File: config.mk
export PLATFORM = sky130hd
export DESIGN_NAME = writeback_scoreboard_flat
export DESIGN_NICKNAME = d
export VERILOG_FILES = /design/src/rtl/writeback_scoreboard_pkg.sv /design/src/rtl/writeback_scoreboard_if.sv /design/src/rtl/writeback_scoreboard_wb_arbiter.sv /design/src/rtl/writeback_scoreboard.sv /design/src/flat_wrapper.sv
export SDC_FILE = /design/constraint.sdc
export NUM_CORES = 1
export LEC_CHECK = 0
export ABC_AREA = 1
export BUFFER_PORTS_ARGS = -buffer_cell sky130_fd_sc_hd__buf_2
export CORE_MARGIN = 2
export CORE_UTILIZATION = 46
export DETAILED_ROUTE_END_ITERATION = 8
export PLACE_DENSITY = 0.78
export SLEW_MARGIN = 20
export SYNTH_ARGS = -nofsm -noshare
export SYNTH_HDL_FRONTEND = slang
export SYNTH_HIERARCHICAL = 1
export SYNTH_SLANG_ARGS = --single-unit
File: constraint.sdc
create_clock -name CLK -period 2.2 [get_ports CLK]
set_clock_uncertainty 0.1 [all_clocks]
set_input_delay 0.44 -clock CLK [delete_from_list [all_inputs] [get_ports CLK]]
set_output_delay 0.44 -clock CLK [all_outputs]
set_load 0.05 [all_outputs]
File: src/rtl/writeback_scoreboard_pkg.sv
// Shared types and widths for the writeback scoreboard: arbiter state encoding,
// register-index/data widths and the default forced-win threshold.
package writeback_scoreboard_pkg;

    localparam int REG_IDX_W        = 5;
    localparam int DATA_W           = 32;
    localparam int NUM_REGS         = 1 << REG_IDX_W;
    localparam int MAX_WAIT_DEFAULT = 2;

    typedef enum logic [0:0] {
        ALU_PRIO = 1'b0,
        MD_FORCE = 1'b1
    } arb_state_e;

    // Counter width able to hold MAX_WAIT; never narrower than one bit.
    function automatic int wait_cnt_width(input int max_wait);
        int w;
        w = $clog2(max_wait + 1);
        return (w < 1) ? 1 : w;
    endfunction

endpackage : writeback_scoreboard_pkg

File: src/rtl/writeback_scoreboard_if.sv
// Writeback bus: ALU and MUL/DIV valid/ready handshakes plus the registered
// register-file write port. The slave side is the scoreboard/arbiter.
interface writeback_scoreboard_if;
    import writeback_scoreboard_pkg::*;

    logic                 alu_valid;
    logic [REG_IDX_W-1:0] alu_rd;
    logic [DATA_W-1:0]    alu_data;
    logic                 alu_ready;

    logic                 md_valid;
    logic [REG_IDX_W-1:0] md_rd;
    logic [DATA_W-1:0]    md_data;
    logic                 md_ready;

    logic                 rf_we;
    logic [REG_IDX_W-1:0] rf_rd;
    logic [DATA_W-1:0]    rf_wdata;

    modport master (
        output alu_valid, alu_rd, alu_data, md_valid, md_rd, md_data,
        input  alu_ready, md_ready, rf_we, rf_rd, rf_wdata
    );

    modport slave (
        input  alu_valid, alu_rd, alu_data, md_valid, md_rd, md_data,
        output alu_ready, md_ready, rf_we, rf_rd, rf_wdata
    );

endinterface : writeback_scoreboard_if

File: src/rtl/writeback_scoreboard_wb_arbiter.sv
// Writeback arbiter: ALU has priority, but a MUL/DIV result denied MAX_WAIT
// consecutive cycles is forced through. Also owns the registered RF write port.
module wb_arbiter
    import writeback_scoreboard_pkg::*;
#(
    parameter int MAX_WAIT = MAX_WAIT_DEFAULT
) (
    input  logic               clk,
    input  logic               srst,
    writeback_scoreboard_if.slave wb,
    output logic               md_accept_o
);

    localparam int CNT_W = wait_cnt_width(MAX_WAIT);
    localparam logic [CNT_W-1:0] MAX_CNT = CNT_W'(MAX_WAIT);

    arb_state_e           state_q, state_d;
    logic [CNT_W-1:0]     cnt_q, cnt_d;
    logic                 alu_ready_c, md_ready_c;
    logic                 alu_acc_c, md_acc_c;

    logic                 rf_we_q, rf_we_d;
    logic [REG_IDX_W-1:0] rf_rd_q, rf_rd_d;
    logic [DATA_W-1:0]    rf_wdata_q, rf_wdata_d;

    always_ff @(posedge clk) begin
        if (srst) begin
            state_q <= ALU_PRIO;
            cnt_q   <= '0;
        end else begin
            state_q <= state_d;
            cnt_q   <= cnt_d;
        end
    end

    always_comb begin
        state_d     = state_q;
        cnt_d       = cnt_q;
        alu_ready_c = 1'b1;
        md_ready_c  = !wb.alu_valid;
        alu_acc_c   = 1'b0;
        md_acc_c    = 1'b0;

        unique case (state_q)
            ALU_PRIO: begin
                alu_ready_c = 1'b1;
                md_ready_c  = !wb.alu_valid;
                alu_acc_c   = wb.alu_valid;
                md_acc_c    = wb.md_valid && md_ready_c;
                if (md_acc_c) begin
                    cnt_d = '0;
                end else if (wb.md_valid) begin
                    cnt_d = cnt_q + CNT_W'(1);
                    if (cnt_d >= MAX_CNT) begin
                        state_d = MD_FORCE;
                    end
                end
            end
            MD_FORCE: begin
                alu_ready_c = 1'b0;
                md_ready_c  = 1'b1;
                md_acc_c    = wb.md_valid;
                if (md_acc_c) begin
                    state_d = ALU_PRIO;
                    cnt_d   = '0;
                end
            end
            default: begin
                state_d = ALU_PRIO;
                cnt_d   = '0;
            end
        endcase
    end

    // The two accepts are mutually exclusive by construction of the ready terms.
    always_comb begin
        rf_we_d    = 1'b0;
        rf_rd_d    = rf_rd_q;
        rf_wdata_d = rf_wdata_q;
        if (md_acc_c) begin
            rf_we_d    = (wb.md_rd != '0);
            rf_rd_d    = wb.md_rd;
            rf_wdata_d = wb.md_data;
        end else if (alu_acc_c) begin
            rf_we_d    = (wb.alu_rd != '0);
            rf_rd_d    = wb.alu_rd;
            rf_wdata_d = wb.alu_data;
        end
    end

    always_ff @(posedge clk) begin
        if (srst) begin
            rf_we_q    <= 1'b0;
            rf_rd_q    <= '0;
            rf_wdata_q <= '0;
        end else begin
            rf_we_q    <= rf_we_d;
            rf_rd_q    <= rf_rd_d;
            rf_wdata_q <= rf_wdata_d;
        end
    end

    assign wb.alu_ready = alu_ready_c;
    assign wb.md_ready  = md_ready_c;
    assign wb.rf_we     = rf_we_q;
    assign wb.rf_rd     = rf_rd_q;
    assign wb.rf_wdata  = rf_wdata_q;
    assign md_accept_o  = md_acc_c;

endmodule : wb_arbiter

File: src/rtl/writeback_scoreboard.sv
// Register scoreboard for an in-order issue stage with one outstanding MUL/DIV
// operation; writeback arbitration and the RF write port live in wb_arbiter.
module writeback_scoreboard
    import writeback_scoreboard_pkg::*;
#(
    parameter int MAX_WAIT = MAX_WAIT_DEFAULT
) (
    input  logic                 CLK,
    input  logic                 RST,
    input  logic                 issue_valid,
    input  logic                 issue_long,
    input  logic                 issue_use1,
    input  logic                 issue_use2,
    input  logic [REG_IDX_W-1:0] issue_rs1,
    input  logic [REG_IDX_W-1:0] issue_rs2,
    input  logic [REG_IDX_W-1:0] issue_rd,
    output logic                 stall,
    output logic [NUM_REGS-1:0]  busy,
    writeback_scoreboard_if.slave wb
);

    // x0 is never tracked, so only bits 1..NUM_REGS-1 are stored.
    logic [NUM_REGS-1:1] busy_q, busy_d;
    logic [NUM_REGS-1:0] busy_vec;
    logic                md_pending_q, md_pending_d;
    logic                md_accept;
    logic                issue_accept;
    logic                issue_long_accept;

    assign busy_vec = {busy_q, 1'b0};

    // Stall is evaluated from pre-edge busy: a same-cycle clear does not bypass.
    always_comb begin
        stall = 1'b0;
        if (issue_valid) begin
            stall = (issue_use1 && busy_vec[issue_rs1])
                 || (issue_use2 && busy_vec[issue_rs2])
                 || busy_vec[issue_rd]
                 || (issue_long && md_pending_q);
        end
    end

    assign issue_accept      = issue_valid && !stall;
    assign issue_long_accept = issue_accept && issue_long;

    generate
        for (genvar gi = 1; gi < NUM_REGS; gi++) begin : g_busy
            assign busy_d[gi] = (issue_long_accept && (issue_rd == REG_IDX_W'(gi)))
                             || (busy_q[gi] && !(md_accept && (wb.md_rd == REG_IDX_W'(gi))));
        end
    endgenerate

    assign md_pending_d = issue_long_accept || (md_pending_q && !md_accept);

    always_ff @(posedge CLK) begin
        if (RST) begin
            busy_q       <= '0;
            md_pending_q <= 1'b0;
        end else begin
            busy_q       <= busy_d;
            md_pending_q <= md_pending_d;
        end
    end

    assign busy = busy_vec;

    wb_arbiter #(
        .MAX_WAIT (MAX_WAIT)
    ) u_wb_arbiter (
        .clk         (CLK),
        .srst        (RST),
        .wb          (wb),
        .md_accept_o (md_accept)
    );

endmodule : writeback_scoreboard

File: src/flat_wrapper.sv
// flat-port wrapper written by rule: the top's interface ports become plain ports
module writeback_scoreboard_flat import writeback_scoreboard_pkg::*;
#(
    parameter int MAX_WAIT = MAX_WAIT_DEFAULT
)
  (CLK, RST, issue_valid, issue_long, issue_use1, issue_use2, issue_rs1, issue_rs2, issue_rd, stall, busy, wb_alu_valid, wb_alu_rd, wb_alu_data, wb_md_valid, wb_md_rd, wb_md_data, wb_alu_ready, wb_md_ready, wb_rf_we, wb_rf_rd, wb_rf_wdata);
  writeback_scoreboard_if wb_i ();
  input  logic CLK;
  input  logic RST;
  input  logic issue_valid;
  input  logic issue_long;
  input  logic issue_use1;
  input  logic issue_use2;
  input  logic [REG_IDX_W-1:0] issue_rs1;
  input  logic [REG_IDX_W-1:0] issue_rs2;
  input  logic [REG_IDX_W-1:0] issue_rd;
  output logic stall;
  output logic [NUM_REGS-1:0] busy;
  input wire logic [$bits(wb_i.alu_valid)-1:0] wb_alu_valid;
  input wire logic [$bits(wb_i.alu_rd)-1:0] wb_alu_rd;
  input wire logic [$bits(wb_i.alu_data)-1:0] wb_alu_data;
  input wire logic [$bits(wb_i.md_valid)-1:0] wb_md_valid;
  input wire logic [$bits(wb_i.md_rd)-1:0] wb_md_rd;
  input wire logic [$bits(wb_i.md_data)-1:0] wb_md_data;
  output wire logic [$bits(wb_i.alu_ready)-1:0] wb_alu_ready;
  output wire logic [$bits(wb_i.md_ready)-1:0] wb_md_ready;
  output wire logic [$bits(wb_i.rf_we)-1:0] wb_rf_we;
  output wire logic [$bits(wb_i.rf_rd)-1:0] wb_rf_rd;
  output wire logic [$bits(wb_i.rf_wdata)-1:0] wb_rf_wdata;
  assign wb_i.alu_valid = wb_alu_valid;
  assign wb_i.alu_rd = wb_alu_rd;
  assign wb_i.alu_data = wb_alu_data;
  assign wb_i.md_valid = wb_md_valid;
  assign wb_i.md_rd = wb_md_rd;
  assign wb_i.md_data = wb_md_data;
  assign wb_alu_ready = wb_i.alu_ready;
  assign wb_md_ready = wb_i.md_ready;
  assign wb_rf_we = wb_i.rf_we;
  assign wb_rf_rd = wb_i.rf_rd;
  assign wb_rf_wdata = wb_i.rf_wdata;
  writeback_scoreboard #(.MAX_WAIT(MAX_WAIT)) u_core (.CLK(CLK), .RST(RST), .issue_valid(issue_valid), .issue_long(issue_long), .issue_use1(issue_use1), .issue_use2(issue_use2), .issue_rs1(issue_rs1), .issue_rs2(issue_rs2), .issue_rd(issue_rd), .stall(stall), .busy(busy), .wb(wb_i));
endmodule
==> parameters.txt, run 1 <==
Parameter                              Value

STA
  Hold Vio Cnt, Final    0
  Final critical-path setup slack    -274 ps
  Unrepaired setup endpoints after global routing    true
  Clock period minus worst slack    2470 ps
  Final number of setup-violating endpoints    1
  Period utilization    112%
  Final Slew Violations    0
  Worst max-slew margin expressed relative to the limit    62.2%
  Slew @ Worst Pin    566 ps
  Maximum frequency from static timing analysis    404 MHz

Global route
  First-pass GRT wire length    25,100 um
  Number of global-route vias before repair    5,182
  Initial antenna violation count    0
  GRT Overall Usage    27.3%
  Overflow left after global routing    0
  Pin count of the biggest net entering global routing    41

Synthesis
  Post-Syn Nets    811
  Synthesized flop and latch total    73
  Post-synthesis instance area    roughly 4800 um2
  Prevailing post-synth register cell    sky130_fd_sc_hd__dfxtp_1
  Share of the yosys chip area belonging to registers    30.1%
  Instance count of the mapped netlist    714
  Mean area per synthesized cell    6.79 um2
  Count of unique library cells instantiated by Yosys    33
  Top post-synthesis cells by area    sky130_fd_sc_hd__dfxtp_1 (30%), sky130_fd_sc_hd__nand2_1 (14%), sky130_fd_sc_hd__o21ai_0 (6.4%), sky130_fd_sc_hd__nand3_1 (5.7%), sky130_fd_sc_hd__a21oi_2 (5.4%)
  Dominant cell type by area after synthesis    sky130_fd_sc_hd__dfxtp_1
  Asr flop ratio synth    0%
  Syn. warnings    6
  Number of enable flip-flop cells after synthesis    0
  Fraction of post-synthesis cell area in the top cell type by area    a little under a third

Layout
  Most common cell after layout, fill and taps aside    sky130_fd_sc_hd__nand2_1
  Area of the multi-input gates    2820 um2
  Syn-to-layout area delta    28.0%
  Fill cell total of the finished layout    978
  Post-layout utilization of the core    60.4%
  Seq. cell area    roughly 1500 um2
  Post-route insts no fill    1,042
  Fraction of final layout cells sized beyond drive strength 1    ~38%
  Count of nets after finishing    between 900 and 1,000
  Top library cells by usage in the layout, fill and taps aside    sky130_fd_sc_hd__nand2_1 (173), sky130_fd_sc_hd__buf_2 (165), sky130_fd_sc_hd__o21ai_0 (62)

Placed design
  Final weighted congestion in routability-driven placement    0.981
  Post-detail-place hpwl    about 12,000 um
  IO Port Bufs    168
  Cell Count Post-Placement    1,026

Critical path
  Crit path arrival time    1930 ps
  FF-to-FF End    u_core/busy_q[13]$_SDFF_PP0_
  Reg2Reg Depth    13
  Startpoint of the lowest-slack register-to-register path    u_core/busy_q[21]$_SDFF_PP0_
  Crit path launch    u_core/busy_q[21]$_SDFF_PP0_
  Reg2Reg Setup Slack    170 ps
  Worst Setup Start Kind    register
  Crit. End Element    output pin
  Crit Path Max Fanout    3
  Endpoint required time on the critical path    1660 ps
  Type of the worst setup path    reg -> out

Clock network
  H-tree lvl count    3
  Number of CTS-inserted buffers    9
  Root cell of the clock tree    sky130_fd_sc_hd__clkbuf_8
  Clock-pin slew on the worst setup and hold paths    90 ps
  # hold bufs at CTS    0
  # clock sinks    73
  CTS tree    built
  Maximum number of buffers from clock root to sink    2
  Latest clock arrival within the worst-skew pair    350 ps
  # Post-CTS Setup Buffers    0

Run
  Max capacitance violation total    0

Floorplanning
  Total core area    approximately 10,000 um2
  Horizontal die dimension    107 um
  I/O Pins    170
  Number of rows created at floorplan    37
  Starting Density    47.2%
  Overall die area    11,400 um2
  Die Height    107 um

Min path
  Sink of the worst hold path    u_core/u_wb_arbiter/wb.rf_wdata[19]$_SDFFE_PP0P_
  Worst Hold Launch    wb_alu_data[19]
  Hold Path Cell Cnt    3
  Hold WC Path Type    in -> reg

Power and ir drop
  Static leakage    2.90 nW
  Power Dens Cells    around 570 nW/um2
  Worst voltage drop across the vdd grid    0.448 mV

Drt
  DRC viols    0
  Number of DRC markers in iteration 0    726
  Via count of the routed design    5,693
  Number of routed nets with antenna violations    0
  Routed WL per cell    15.0 um
  Drt via density    5.46
  Number of detailed-routing iterations run before antenna repair    6
  Post-Route WL    15,600 um

Run status
  Run status    finished with violations
  Violations in the final reports    negative setup slack
-- final cells by class --
type	instances	share of cell area [%]
clock inverters	7	1.65
inverters	57	3.63
diodes	1	0.0403
multi-input cells	536	45.4
flip-flops and latches	73	23.8
repair buffers	223	20.8
clock buffers	9	2.00
well taps	136	2.74
-- sequential cells by signal, summed over array words and instances (netlist names) --
name and cells:
u_core/busy_q 31, u_core/md_pending_q 1, u_core/u_wb_arbiter/cnt_q 2, u_core/u_wb_arbiter/state_q 1
u_core/u_wb_arbiter/wb.rf_rd 5, u_core/u_wb_arbiter/wb.rf_wdata 32, u_core/u_wb_arbiter/wb.rf_we 1
-- logic make-up after synthesis --
kind of cell | Yosys count | synth area share [%]
and+or+nand+nor | 331 | 31.1
AOI/OAI and AO/OA | 203 | 25.9
buffers and inverters | 105 | 12.6
DFF | 73 | 30.1
xor gates and xnor gates | 1 | 0.181
other | 1 | 0.0774
-- power by group --
part | leakage [nW] | total, mW | switching [mW] | internal, mW
sequential | 0.606 | 1.43 | 0.0424 | 1.38
clock | 0.110 | 1.20 | 0.548 | 0.648
combinational | 2.19 | 0.930 | 0.646 | 0.284
total | 2.90 | 3.55 | 1.24 | 2.32
-- worst max-delay path by stage --
stage                  to  slack (ps)  depth (start not counted)
detailed placement  stall        -460                         15
floorplan           stall        -220                         15
global route        stall        -390                         14
CTS                 stall        -280                         14
global placement    stall        -450                         15
finish              stall        -270                         14
-- critical path, cell delays in order, from the launching register on --
cell                         delay (ps)
sky130_fd_sc_hd__dfxtp_2            340
sky130_fd_sc_hd__buf_6              120
sky130_fd_sc_hd__nand2_4             50
sky130_fd_sc_hd__nand2_2             60
sky130_fd_sc_hd__nand2_2             50
sky130_fd_sc_hd__nand2_1             50
sky130_fd_sc_hd__nand2_1             50
sky130_fd_sc_hd__nand2_1             70
sky130_fd_sc_hd__o21ai_2            150
sky130_fd_sc_hd__nand3_2            160
sky130_fd_sc_hd__nor2_8             130
sky130_fd_sc_hd__nand2_4             70
sky130_fd_sc_hd__nand2_4             70
sky130_fd_sc_hd__clkinvlp_4          80
sky130_fd_sc_hd__buf_8              150
-- layer usage --
metal	routed length [um]	part of all wire, %	GRT usage (%)	vias to the layer above
met5	0	0	0	-
met4	474	3.0	10.4	0
met3	1710	11	5.84	39
met2	7340	47	45.8	318
met1	6060	39	34.3	2552
li1	-	-	-	2784
-- per-stage QoR --
step	instance area [um2]	setup slack [ps]	setup TNS [ps]	total power [mW]	hold slack [ps]
floorplan	4850	-216	-216	2.13	338
global placement	5910	-448	-4740	2.36	353
detailed placement	5910	-463	-5640	2.37	370
CTS	6190	-277	-277	3.57	213
global route	6200	-394	-428	3.71	220
finish	6210	-274	-274	3.55	222
-- synthesized netlist by cell type, types with 3 or more instances --
cell	n
sky130_fd_sc_hd__o21ai_2	30
sky130_fd_sc_hd__clkbuf_1	8
sky130_fd_sc_hd__buf_6	18
sky130_fd_sc_hd__o21ai_0	62
sky130_fd_sc_hd__inv_1	47
sky130_fd_sc_hd__buf_12	3
sky130_fd_sc_hd__buf_2	17
sky130_fd_sc_hd__a21oi_2	30
sky130_fd_sc_hd__nand3_1	55
sky130_fd_sc_hd__nand2_1	178
sky130_fd_sc_hd__o211ai_1	5
sky130_fd_sc_hd__o21ai_1	27
sky130_fd_sc_hd__nor2_1	40
sky130_fd_sc_hd__inv_2	7
sky130_fd_sc_hd__nor3_1	16
sky130_fd_sc_hd__nand2_8	3
sky130_fd_sc_hd__a21oi_1	48
sky130_fd_sc_hd__nand4_1	31
sky130_fd_sc_hd__dfxtp_1	73
-- repair_timing --
action,in CTS,in global routing
pin swaps,5,7
resized for setup,19,10
endpoints found under the setup margin,2,16
endpoints found under the hold margin,0,0
cloned,0,0
(Power assumes the default switching activity.)
==> run 2, diff against run 1 <==
--- a/config.mk
+++ b/config.mk
@@ -7,10 +7,12 @@
 export LEC_CHECK = 0
 export ABC_AREA = 1
 export BUFFER_PORTS_ARGS = -buffer_cell sky130_fd_sc_hd__buf_2
-export CORE_MARGIN = 2
-export CORE_UTILIZATION = 46
+export CELL_PAD_IN_SITES_DETAIL_PLACEMENT = 1
+export CELL_PAD_IN_SITES_GLOBAL_PLACEMENT = 1
+export CORE_MARGIN = 3
+export CORE_UTILIZATION = 31
 export DETAILED_ROUTE_END_ITERATION = 8
-export PLACE_DENSITY = 0.78
+export PLACE_DENSITY_LB_ADDON = 0.1
 export SLEW_MARGIN = 20
 export SYNTH_ARGS = -nofsm -noshare
 export SYNTH_HDL_FRONTEND = slang
==> parameters.txt, run 2 (synthesized netlist as in run 1, its figures left out) <==
Parameter                              Value

Run status
  Run status    finished with violations
  Violations in the final reports    negative setup slack

STA
  Final Slew Violations    0
  Final critical-path setup slack    -306 ps
  Hold Vio Cnt, Final    0
  Period utilization    114%
  Unrepaired setup endpoints after global routing    true
  Maximum frequency from static timing analysis    399 MHz
  Worst max-slew margin expressed relative to the limit    60.9%
  Final number of setup-violating endpoints    1
  Clock period minus worst slack    2510 ps
  Slew @ Worst Pin    585 ps

Layout
  Seq. cell area    1490 um2
  Most common cell after layout, fill and taps aside    sky130_fd_sc_hd__nand2_1
  Fill cell total of the finished layout    approximately 2,000
  Largest register FFs    32
  Final cell area excluding filler cells    6440 um2
  Antenna cell count    0
  Area of the multi-input gates    2790 um2
  Count of nets after finishing    1,007
  Syn-to-layout area delta    32.9%
  Fraction of final layout cells sized beyond drive strength 1    roughly two fifths
  Top library cells by usage in the layout, fill and taps aside    sky130_fd_sc_hd__nand2_1 (177), sky130_fd_sc_hd__buf_2 (165), sky130_fd_sc_hd__buf_4 (63)
  Post-route insts no fill    roughly 1,100
  Post-layout utilization of the core    a little over two fifths

Global route
  Pin count of the biggest net entering global routing    37
  Initial antenna violation count    0
  GRT Overall Usage    23.6%
  Number of global-route vias before repair    5,880
  Overflow left after global routing    0
  First-pass GRT wire length    31,300 um

Power and ir drop
  Switching Power    1.30 mW
  Static leakage    2.98 nW
  Worst voltage drop across the vdd grid    0.317 mV
  Switching Fraction    between 30% and 40%
  Power Dens Cells    about 600 nW/um2
  Comb power frac    24.6%
  Register share of total power    36.9%
  Share of total power in the clock network    between 30% and 40%
  Power Internal    2.58 mW

Drt
  Post-Route WL    around 20,000 um
  Via count of the routed design    5,749
  Highest Signal Layer    met4
  Met1 wire length    between 8000 and 9000 um
  Number of routed nets with antenna violations    0
  Number of detailed-routing iterations run before antenna repair    4
  Sum of met3 wire segment lengths after detailed routing    1290 um
  Drt via density    5.11
  Routed WL per cell    17.9 um
  Met2 wire length    9470 um
  Number of DRC markers in iteration 0    176
  DRC viols    0

Run
  Max capacitance violation total    0

Critical path
  Crit path arrival time    1970 ps
  Endpoint required time on the critical path    between 1500 and 2000 ps
  Crit path launch    u_core/busy_q[2]$_SDFF_PP0_
  Crit Path Max Fanout    3
  Crit. End Element    output pin
  Worst Setup Start Kind    register
  Startpoint of the lowest-slack register-to-register path    u_core/busy_q[17]$_SDFF_PP0_
  Type of the worst setup path    reg -> out

Clock network
  Clock-pin slew on the worst setup and hold paths    60 ps
  Latest clock arrival within the worst-skew pair    340 ps
  Number of CTS-inserted buffers    9
  Maximum number of buffers from clock root to sink    2
  # clock sinks    73
  CTS tree    built
  H-tree lvl count    3
  Root cell of the clock tree    sky130_fd_sc_hd__clkbuf_16

Floorplanning
  Horizontal die dimension    131 um
  Starting Density    31.8%
  I/O Pins    170
  Overall die area    approximately 17,000 um2
  Total core area    about 15,000 um2
  Die Height    ~130 um
  Number of rows created at floorplan    45

Min path
  Worst Hold Launch    wb_alu_data[8]
  Hold WC Path Type    in -> reg

Placed design
  Post-detail-place hpwl    15,200 um
  IO Port Bufs    about 170
  Final weighted congestion in routability-driven placement    ~0.85
  Cell area after placement    6080 um2
  Cell Count Post-Placement    1,108
## run 2: changes by cell type in the layout (fill, tap and decap cells not counted), sizes merged
cell	change
clkbuf	+2
buf	+10
clkinvlp	-1
diode	-1
bufinv	-1
## run 2: metal layers
metal  vias up  global-route usage, %
met3        36                   5.28
met4         0                   9.74
met2       189                   39.5
met1      2713                   29.1
li1       2811                      -
met5         -                      0
## run 2: final cells by class
cell class | count | share of cell area (%)
multi-input cells | 536 | 43.3
flip-flops and latches | 73 | 23.1
repair buffers | 233 | 21.4
well taps | 211 | 4.10
clock buffers | 11 | 3.77
inverters | 57 | 3.50
clock inverters | 5 | 0.835
## run 2: worst paths after layout
kind	endpoint	slack (ps)	cells after the start
worst min register to register	u_core/md_pending_q$_SDFF_PP0_	370	2
worst max-delay path	stall	-310	13
worst min-delay path	u_core/u_wb_arbiter/wb.rf_wdata[8]$_SDFFE_PP0P_	250	3
worst max register to register	u_core/busy_q[16]$_SDFF_PP0_	80	13
## run 2: stage by stage
step	hold WS, ps	setup WS [ps]	total power [mW]	setup TNS (ps)
after detailed placement	364	-486	2.41	-9290
after global routing	247	-474	4.06	-1950
after CTS	242	-333	3.92	-333
final	254	-306	3.87	-306
after floorplan	338	-216	2.13	-216
after global placement	357	-448	2.39	-5720
## run 2: power groups by stage
stage          logic [mW]  registers [mW]  clock network, mW
5_1_grt              1.03            1.44               1.59
3_3_place_gp        0.931            1.46                  0
6_report            0.953            1.43               1.49
3_5_place_dp        0.947            1.46                  0
2_1_floorplan       0.470            1.66                  0
4_1_cts             0.957            1.43               1.53
## run 2: repair_timing
item	in CTS	in global routing
resized for setup	22	4
setup buffers	0	2
endpoints found under the setup margin	4	33
pin swaps	2	3
hold buffers	0	0
endpoints found under the hold margin	0	0
## run 2: worst max-delay path: stages, from the launching register on
cell and delay (ps):
sky130_fd_sc_hd__dfxtp_1 460, sky130_fd_sc_hd__inv_1 90, sky130_fd_sc_hd__nand2_1 70, sky130_fd_sc_hd__nand3_1 70, sky130_fd_sc_hd__nand3_1 70, sky130_fd_sc_hd__nand3_1 70
sky130_fd_sc_hd__nand3_1 80, sky130_fd_sc_hd__nand2_1 80, sky130_fd_sc_hd__nor2_4 220, sky130_fd_sc_hd__nor2_8 60, sky130_fd_sc_hd__nand2_1 70, sky130_fd_sc_hd__nand2_2 60
sky130_fd_sc_hd__clkinvlp_4 60, sky130_fd_sc_hd__buf_6 140
==> run 3, diff against run 2 <==
--- a/config.mk
+++ b/config.mk
@@ -10,9 +10,10 @@
 export CELL_PAD_IN_SITES_DETAIL_PLACEMENT = 1
 export CELL_PAD_IN_SITES_GLOBAL_PLACEMENT = 1
 export CORE_MARGIN = 3
-export CORE_UTILIZATION = 31
+export CORE_UTILIZATION = 30
 export DETAILED_ROUTE_END_ITERATION = 8
 export PLACE_DENSITY_LB_ADDON = 0.1
+export SKIP_LAST_GASP = 1
 export SLEW_MARGIN = 20
 export SYNTH_ARGS = -nofsm -noshare
 export SYNTH_HDL_FRONTEND = slang
==> parameters.txt, run 3 (synthesized netlist as in run 1, its figures left out) <==
Parameter                              Value

Run status
  Run status    finished with violations
  Violations in the final reports    negative setup slack

Placed design
  Final weighted congestion in routability-driven placement    0.901
  Post-detail-place hpwl    15,700 um
  IO Port Bufs    168
  Worst setup timing slack at the placement stage    -440 ps
  Cell area after placement    6150 um2

Critical path
  Endpoint required time on the critical path    1660 ps
  Crit-path leading delay family    simple AND/OR/NAND/NOR gates
  Type of the worst setup path    reg -> out
  Crit-path slowest cell    sky130_fd_sc_hd__dfxtp_4
  Reg2Reg Setup Slack    roughly 10 ps
  Reg2Reg Depth    10
  Startpoint of the lowest-slack register-to-register path    u_core/busy_q[17]$_SDFF_PP0_
  Largest incremental delay on the critical path    between 300 and 400 ps
  Crit path arrival time    ~2000 ps
  Critical Path Most Common Cell    sky130_fd_sc_hd__nand2_2
  Crit Path Max Fanout    3
  FF-to-FF End    u_core/busy_q[2]$_SDFF_PP0_
  Crit. End Element    output pin
  Series of cell instances along the critical path    buf_6 -> nand2_2 -> o21ai_2 -> nand2_1 -> nand2_2 -> nand2_1 -> nand2_1 -> o21ai_2 -> nand3_2 -> nor2_8 -> nand2_2 -> nand2_2 -> clkinvlp_4 -> buf_8
  CP Buf/Inv Count    3
  Worst Setup Start Kind    register

Run
  Max capacitance violation total    0

Layout
  Post-layout utilization of the core    42.4%
  Largest register FFs    32
  Top library cells by usage in the layout, fill and taps aside    sky130_fd_sc_hd__nand2_1 (171), sky130_fd_sc_hd__buf_2 (165), sky130_fd_sc_hd__buf_4 (73)
  Fill cell total of the finished layout    2,045
  Antenna cell count    0
  Syn-to-layout area delta    35.5%
  Most common cell after layout, fill and taps aside    sky130_fd_sc_hd__nand2_1
  Area of the multi-input gates    2820 um2
  Count of nets after finishing    just over 1,000
  Seq. cell area    between 1000 and 1500 um2
  Fraction of final layout cells sized beyond drive strength 1    roughly two fifths
  Final cell area excluding filler cells    6570 um2

Drt
  DRC viols    0
  Post-Route WL    around 20,000 um
  Number of routed nets with antenna violations    0
  Via count of the routed design    just under 6,000
  Drt via density    approximately 5
  Number of DRC markers in iteration 0    157
  Number of detailed-routing iterations run before antenna repair    4
  Routed WL per cell    approximately 18 um

Min path
  Hold WC Path Type    in -> reg
  Worst Hold Launch    wb_alu_data[17]
  Hold Path Cell Cnt    3
  Sink of the worst hold path    u_core/u_wb_arbiter/wb.rf_wdata[17]$_SDFFE_PP0P_

Power and ir drop
  Power Internal    between 2 and 2.5 mW
  Worst voltage drop across the vdd grid    0.325 mV
  Register share of total power    37.9%
  Comb power frac    roughly 26%
  Switching Power    roughly 1.3 mW
  Power Dens Cells    572 nW/um2
  Static leakage    between 3 and 4 nW
  Overall power    3.76 mW
  Share of total power in the clock network    between 30% and 40%
  Switching Fraction    35.2%

STA
  Unrepaired setup endpoints after global routing    true
  Final Slew Violations    0
  Hold Vio Cnt, Final    0
  Maximum frequency from static timing analysis    between 300 and 400 MHz
  Final critical-path setup slack    -325 ps
  Final worst hold slack    250 ps
  Final number of setup-violating endpoints    1
  Clock period minus worst slack    2520 ps
  Period utilization    115%

Clock network
  Root cell of the clock tree    sky130_fd_sc_hd__clkbuf_16
  Number of CTS-inserted buffers    9
  Clock-pin slew on the worst setup and hold paths    60 ps
  # clock sinks    73
  CTS tree    built
  Maximum number of buffers from clock root to sink    2
  H-tree lvl count    3
  Latest clock arrival within the worst-skew pair    roughly 340 ps

Global route
  Overflow left after global routing    0
  Initial antenna violation count    0
  First-pass GRT wire length    31,900 um
  Pin count of the biggest net entering global routing    41
  GRT Overall Usage    22.5%
  Number of global-route vias before repair    6,125

Floorplanning
  Die Height    ~130 um
  Overall die area    17,700 um2
  Number of rows created at floorplan    45
  Horizontal die dimension    133 um
  Total core area    15,500 um2
  I/O Pins    170
  Starting Density    31.3%
[run 3: per-stage QoR]
step,cells,setup TNS (ps)
final,1139,-325
after global routing,1139,-1050
after CTS,1133,-331
after detailed placement,1117,-8430
after global placement,1117,-5900
after floorplan,714,-216
[run 3: power groups by stage]
stage	Sequential, mW	Clock [mW]	Combinational [mW]
after global placement	1.46	0	0.929
after global routing	1.43	1.45	1.04
after floorplan	1.66	0	0.470
final	1.43	1.37	0.959
after detailed placement	1.46	0	0.950
after CTS	1.43	1.39	0.958
[run 3: tightest hold or removal path, stage by stage]
cell and delay [ps]:
sky130_fd_sc_hd__buf_2 90, sky130_fd_sc_hd__nand2_1 60, sky130_fd_sc_hd__a21oi_2 40
[run 3: area by class of cell]
cell class	count	share of cell area (%)
multi-input cells	536	42.9
repair buffers	246	22.9
flip-flops and latches	73	22.6
well taps	211	4.02
clock buffers	9	3.43
inverters	57	3.43
clock inverters	7	0.705
[run 3: per-layer routing]
layer | share of wire (%) | track usage [%] | vias up
li1 | - | - | 2824
met1 | 43 | 27.3 | 2744
met2 | 49 | 38.7 | 174
met3 | 5.7 | 4.46 | 30
met4 | 2.8 | 9.31 | 0
met5 | 0 | 0 | -
[run 3: worst max path at each step]
stage / start / end / slack [ps] / cells past startpoint
2_1_floorplan: issue_rd[0] / stall / -220 / 15
3_3_place_gp: issue_rs2[0] / stall / -420 / 15
3_5_place_dp: issue_rd[0] / stall / -440 / 15
4_1_cts: u_core/busy_q[31]$_SDFF_PP0_ / stall / -330 / 14
5_1_grt: u_core/busy_q[19]$_SDFF_PP0_ / stall / -440 / 14
6_report: u_core/busy_q[31]$_SDFF_PP0_ / stall / -320 / 14
[run 3: repair_timing]
action,in CTS,in global routing
setup buffers,0,6
endpoints found under the setup margin,2,33
cloned,0,0
pin swaps,1,11
hold buffers,0,0
resized for setup,12,22
